<file path="src/rtl/life_gen_scheduler.sv">
// ----------------------------------------------------------------------------
// life_gen_scheduler
//   Sequences the Game-of-Life board engine. It turns vsync edges into frame
//   ticks, decides on which tick a generation (or a seed reload) runs, and
//   sweeps the cell index for the seed, copy and evaluate phases. It also
//   tells the pixel path which board is safe to display.
//
// Ports
//   i_clk        pixel clock
//   i_reset      synchronous, active-high reset
//   i_vsync      raw vsync from vga_sync (i_clk domain)
//   i_run        level: free-running generations while high
//   i_step       1-cycle pulse: request one generation (ignored while i_run)
//   i_seed_req   1-cycle pulse: reload the seed pattern
//   i_speed      frame ticks per generation minus 1
//   o_cell_idx   cell address to the board datapath
//   o_seed_we    write seed value at o_cell_idx
//   o_copy_we    copy curr->prev at o_cell_idx
//   o_eval_we    write next state of o_cell_idx into curr
//   o_show_prev  display select: 1 = prev board, 0 = curr board
//   o_busy       high while any sweep is in progress
//   o_gen_count  completed generations since the last seed
//   o_gen_done   1-cycle pulse after the last evaluate write
// ----------------------------------------------------------------------------
module life_gen_scheduler #(
    parameter int CELL_BITS = 6,
    parameter int GEN_BITS  = 16,
    parameter int DIV_BITS  = 4
) (
    input  logic                 i_clk,
    input  logic                 i_reset,
    input  logic                 i_vsync,
    input  logic                 i_run,
    input  logic                 i_step,
    input  logic                 i_seed_req,
    input  logic [DIV_BITS-1:0]  i_speed,
    output logic [CELL_BITS-1:0] o_cell_idx,
    output logic                 o_seed_we,
    output logic                 o_copy_we,
    output logic                 o_eval_we,
    output logic                 o_show_prev,
    output logic                 o_busy,
    output logic [GEN_BITS-1:0]  o_gen_count,
    output logic                 o_gen_done
);

    typedef enum logic [1:0] {
        S_IDLE = 2'd0,
        S_SEED = 2'd1,
        S_COPY = 2'd2,
        S_EVAL = 2'd3
    } state_t;

    localparam logic [CELL_BITS-1:0] LAST_IDX = '1;

    state_t                r_state;
    logic                  r_vsync_q;
    logic [DIV_BITS-1:0]   r_div_cnt;
    logic                  r_step_pend;
    logic                  r_seed_pend;
    logic [CELL_BITS-1:0]  r_cell_idx;
    logic                  r_seed_we;
    logic                  r_copy_we;
    logic                  r_eval_we;
    logic                  r_show_prev;
    logic                  r_busy;
    logic [GEN_BITS-1:0]   r_gen_count;
    logic                  r_gen_done;

    logic w_tick;
    logic w_step_now;
    logic w_seed_now;
    logic w_div_launch;
    logic w_last;

    // One tick per rising vsync edge, however long vsync stays high.
    assign w_tick       = i_vsync & ~r_vsync_q;
    // Requests arriving this cycle merge with the pending flags so a pulse
    // coinciding with a tick is acted on immediately rather than lost.
    assign w_step_now   = r_step_pend | (i_step & ~i_run);
    assign w_seed_now   = r_seed_pend | i_seed_req;
    assign w_div_launch = i_run && (r_div_cnt >= i_speed);
    assign w_last       = (r_cell_idx == LAST_IDX);

    always_ff @(posedge i_clk) begin
        if (i_reset) begin
            r_state     <= S_IDLE;
            r_vsync_q   <= 1'b0;
            r_div_cnt   <= '0;
            r_step_pend <= 1'b0;
            r_seed_pend <= 1'b1;   // board gets seeded on the first tick
            r_cell_idx  <= '0;
            r_seed_we   <= 1'b0;
            r_copy_we   <= 1'b0;
            r_eval_we   <= 1'b0;
            r_show_prev <= 1'b0;
            r_busy      <= 1'b0;
            r_gen_count <= '0;
            r_gen_done  <= 1'b0;
        end else begin
            r_vsync_q   <= i_vsync;
            r_gen_done  <= 1'b0;
            r_step_pend <= w_step_now;
            r_seed_pend <= w_seed_now;

            case (r_state)
                S_IDLE: begin
                    if (w_tick) begin
                        if (w_seed_now) begin
                            // Seed wins; the divider holds so a launch due on
                            // this tick is taken on the next one instead.
                            r_state     <= S_SEED;
                            r_seed_pend <= 1'b0;
                            r_gen_count <= '0;
                            r_cell_idx  <= '0;
                            r_seed_we   <= 1'b1;
                            r_busy      <= 1'b1;
                        end else begin
                            if (i_run) begin
                                r_div_cnt <= w_div_launch ? '0 : r_div_cnt + 1'b1;
                            end
                            if (w_div_launch || w_step_now) begin
                                r_state     <= S_COPY;
                                r_step_pend <= 1'b0;
                                r_cell_idx  <= '0;
                                r_copy_we   <= 1'b1;
                                r_busy      <= 1'b1;
                            end
                        end
                    end
                end

                S_SEED: begin
                    if (w_last) begin
                        r_state    <= S_IDLE;
                        r_cell_idx <= '0;
                        r_seed_we  <= 1'b0;
                        r_busy     <= 1'b0;
                    end else begin
                        r_cell_idx <= r_cell_idx + 1'b1;
                    end
                end

                S_COPY: begin
                    if (w_last) begin
                        // prev is now a full snapshot, so the display can
                        // switch to it while curr is being rewritten.
                        r_state     <= S_EVAL;
                        r_cell_idx  <= '0;
                        r_copy_we   <= 1'b0;
                        r_eval_we   <= 1'b1;
                        r_show_prev <= 1'b1;
                    end else begin
                        r_cell_idx <= r_cell_idx + 1'b1;
                    end
                end

                S_EVAL: begin
                    if (w_last) begin
                        r_state     <= S_IDLE;
                        r_cell_idx  <= '0;
                        r_eval_we   <= 1'b0;
                        r_show_prev <= 1'b0;
                        r_busy      <= 1'b0;
                        r_gen_done  <= 1'b1;
                        r_gen_count <= r_gen_count + 1'b1;
                    end else begin
                        r_cell_idx <= r_cell_idx + 1'b1;
                    end
                end

                default: begin
                    r_state <= S_IDLE;
                end
            endcase
        end
    end

    assign o_cell_idx  = r_cell_idx;
    assign o_seed_we   = r_seed_we;
    assign o_copy_we   = r_copy_we;
    assign o_eval_we   = r_eval_we;
    assign o_show_prev = r_show_prev;
    assign o_busy      = r_busy;
    assign o_gen_count = r_gen_count;
    assign o_gen_done  = r_gen_done;

endmodule

</file>
<file path="config.mk">
export PLATFORM = sky130hd
export DESIGN_NAME = life_gen_scheduler
export DESIGN_NICKNAME = d
export VERILOG_FILES = /design/src/rtl/life_gen_scheduler.sv
export SDC_FILE = /design/constraint.sdc
export NUM_CORES = 1
export LEC_CHECK = 0
export CAP_MARGIN = 20
export CORE_MARGIN = 3
export CORE_UTILIZATION = 46
export CTS_CLUSTER_SIZE = 28
export DETAILED_ROUTE_END_ITERATION = 12
export GPL_TIMING_DRIVEN = 0
export PLACE_DENSITY = 0.76
export SYNTH_ARGS = -nofsm -noshare
export SYNTH_HDL_FRONTEND = slang
export SYNTH_SLANG_ARGS = --single-unit
</file>
<file path="constraint.sdc">
create_clock -name i_clk -period 1.7 [get_ports i_clk]
set_clock_uncertainty 0.05 [all_clocks]
set_input_delay 0.34 -clock i_clk [delete_from_list [all_inputs] [get_ports i_clk]]
set_output_delay 0.34 -clock i_clk [all_outputs]
set_load 0.02 [all_outputs]
</file>
==> impl_metrics.tcl <==
set metrics [dict create \
    io_pins 38 \
    core-area_um2 3800 \
    grt_pass1_wl_mm 7.33 \
    cp.arrival_ns 1.91 \
    cts_buffers 5 \
    finalSetupViolCount 4 \
    top_usage_layer "met2" \
    num_rows 22 \
    worst_pin_slew_ns 0.570 \
    status "complete, but fails checks" \
    grt_pass1_vias 1620 \
    synth_top_area_share_pct 38.4 \
    drtPass1Iterations 4 \
    multi_input_area_um2 1200 \
    area_growth_pct 43.7 \
    max_freq_ghz 0.573 \
    io_buffers 37 \
    violations "negative setup slack" \
    die_x_um 69.9 \
    routed_wl_mm 4.63 \
    final_cell_mix "dfxtp_1 (29), nor2_1 (26), dlygate4sd2_1 (19)" \
    rsz0062_at_grt "yes" \
    postRouteAntennaNets 0 \
    grt_max_degree 12 \
    pwr-share-comb_pct 21.5 \
    fin_crit_ns 1.75 \
    die_h_um 69.9 \
    power.switching_uw 559 \
    slew_violations 0 \
    dp_worst_setup_slack_ns -0.723 \
    synth_top_area_cell "dfxtp_1" \
    ys_seq_area_share_pct 38.4 \
    synth_edf_count 0 \
    use_met2_pct 30.2 \
    grt_antenna_before_repair 0 \
    fin_crit_sh_pct 103 \
    clk_latency_ns 0.29 \
    wl_per_cell_um 14.7 \
    gr-total-overflow 0 \
    clock_path_buffers 2 \
    dr_total_vias 1741 \
    ys_top_cells_by_area "dfxtp_1 (38%), nor2_1 (5.6%), xor2_1 (5.6%)" \
    clock-sinks 36 \
    use_met3_pct 6.62 \
    path_max_fanout 3 \
    grtUsageMet1_pct 22.3 \
    synth_cell_types 52 \
    swShare_pct 28.0 \
    diodes 0 \
    nFillCells 303 \
    synth_cells 209 \
    endpoint_kind "flop" \
    ys_warn_count 0 \
    fin_ws_ns -0.0457 \
    dieArea_um2 4890 \
    track_usage_pct 18.5 \
    cts-root-buf "clkbuf_8" \
    synth_nets 226 \
    relSlewSlack_pct 62.0 \
    clk_pin_slew_ns 0.07 \
    fin_nets 282 \
    drt-initial-drc-count 125 \
    drive_gt1_share_pct 27.8 \
    path_class "flop to flop" \
    p_seq_share_pct 45.2 \
    regArea_um2 737 \
    required_ns 1.86 \
    powerDensity_nw_per_um2 740 \
    clock_power_share_pct 33.3 \
    leakagePower_nw 1.15 \
    hold_class "flop to flop" \
    p_int_mw 1.44 \
    ys.flop_type "dfxtp_1" \
    drc 0 \
    hold_viol 0 \
    hpwl_mm 3.00 \
    final_common_cell "dfxtp_1" \
    syn_area_um2 1880 \
    p_total_mw 2.00 \
    start_util_pct 49.4 \
    synth-seq-cells 36 \
    async_flop_share_pct 0 \
    drv_cap 0 \
    htreeDepth 2 \
    via_per_inst 5.54 \
    start_kind "flop" \
    cts_tree "done" \
    syn_avg_cell_area_um2 8.99 \
    irDropWorstVdd_v 0.000458 \
    place.gp.congestion 0.782 \
]
power by group through the flow:
stage	combinational, mW	clock [mW]	sequential (mW)
after global routing	0.464	0.712	0.906
after floorplan	0.229	0	0.939
final	0.429	0.665	0.902
after global placement	0.351	0	0.923
after detailed placement	0.353	0	0.924
after CTS	0.391	0.681	0.903
state kept, by name (all words and copies together) (netlist names):
signal / count
o_copy_we: 1
r_div_cnt: 4
r_state: 2
o_seed_we: 1
o_gen_done: 1
o_cell_idx: 6
r_vsync_q: 1
o_show_prev: 1
r_seed_pend: 1
o_busy: 1
r_step_pend: 1
o_gen_count: 16
final timing paths:
check	start	end	slack, ns	depth (start not counted)
max	r_div_cnt[0]$_SDFFE_PP0P_	r_state[1]$_SDFFE_PP0P_	-0.05	7
min	o_busy$_SDFFE_PP0P_	o_busy$_SDFFE_PP0P_	0.42	2
max reg2reg	r_div_cnt[0]$_SDFFE_PP0P_	r_state[1]$_SDFFE_PP0P_	-0.05	7
min reg2reg	o_busy$_SDFFE_PP0P_	o_busy$_SDFFE_PP0P_	0.42	2
cells by family after synthesis:
| family | Yosys count | synth area share [%] |
|---|---|---|
| AO/OA/AOI/OAI | 47 | 18.4 |
| multiplexers | 1 | 0.533 |
| buffers and inverters | 18 | 5.73 |
| XOR/XNOR | 15 | 7.00 |
| flip-flops | 36 | 38.4 |
| AND/OR/NAND/NOR | 85 | 25.3 |
| adder cells (fa/ha/maj) | 7 | 4.66 |
Yosys cell counts, types with 2 or more instances:
cell type	n
dfxtp_1	36
nor2_1	28
a21oi_1	12
xor2_1	12
nand2_1	11
ha_1	7
inv_1	7
nor2_2	6
o2111ai_1	6
nand3_1	5
nand4_1	5
o211ai_1	5
buf_6	4
nor3_1	4
o21ai_0	4
o21ai_1	4
and2_1	3
and4_1	3
clkbuf_1	3
xnor2_1	3
a22oi_1	2
a311oi_1	2
and3_1	2
buf_2	2
buf_4	2
nand2b_1	2
nor2b_1	2
nor4_1	2
o211ai_2	2
through the flow:
step                      std cells  TNS [ns]  hold WS (ns)  area [um2]  utilization [%]
after floorplan                 209    -0.164         0.362        1950                -
after global placement          294    -13.16         0.402        2380             62.6
after detailed placement        294    -13.16         0.400        2380             62.6
after CTS                       309   -0.0508         0.413        2570             67.7
after global routing            314     -1.41         0.445        2700             71.0
final                           314    -0.110         0.415        2700             71.0
worst max-delay path, cell delays in order (launching register included):
cell,delay [ns]
dfxtp_2,0.35
inv_2,0.06
ha_4,0.26
nor2b_4,0.04
o21ai_4,0.14
a31oi_4,0.13
or4_4,0.50
a21oi_2,0.14
what timing repair did:
item                                    in CTS  in global routing
gates cloned                                 0                  2
hold buffers                                 0                  0
gates resized for setup                     33                 23
pin swaps                                   13                 16
endpoints found under the hold margin        0                  0
setup buffers                                8                  3
endpoints found under the setup margin      43                 31
layer usage:
layer	part of all wire (%)	routed length (um)	vias to the layer above
met1	45	2080	820
li1	-	-	862
met4	1.9	87	0
met2	48	2230	49
met5	0	0	-
met3	5.0	230	10
area by class of cell:
cell class                 count  share of cell area, %
buffer                        10                   2.97
sequential                    36                   27.3
tap                           48                   2.23
multi-input combinational    155                   44.4
clock buffer                   8                   3.71
inverter                       7                   1.25
timing repair buffer          50                   18.2
No activity file was read; power rests on OpenSTA's default activity.
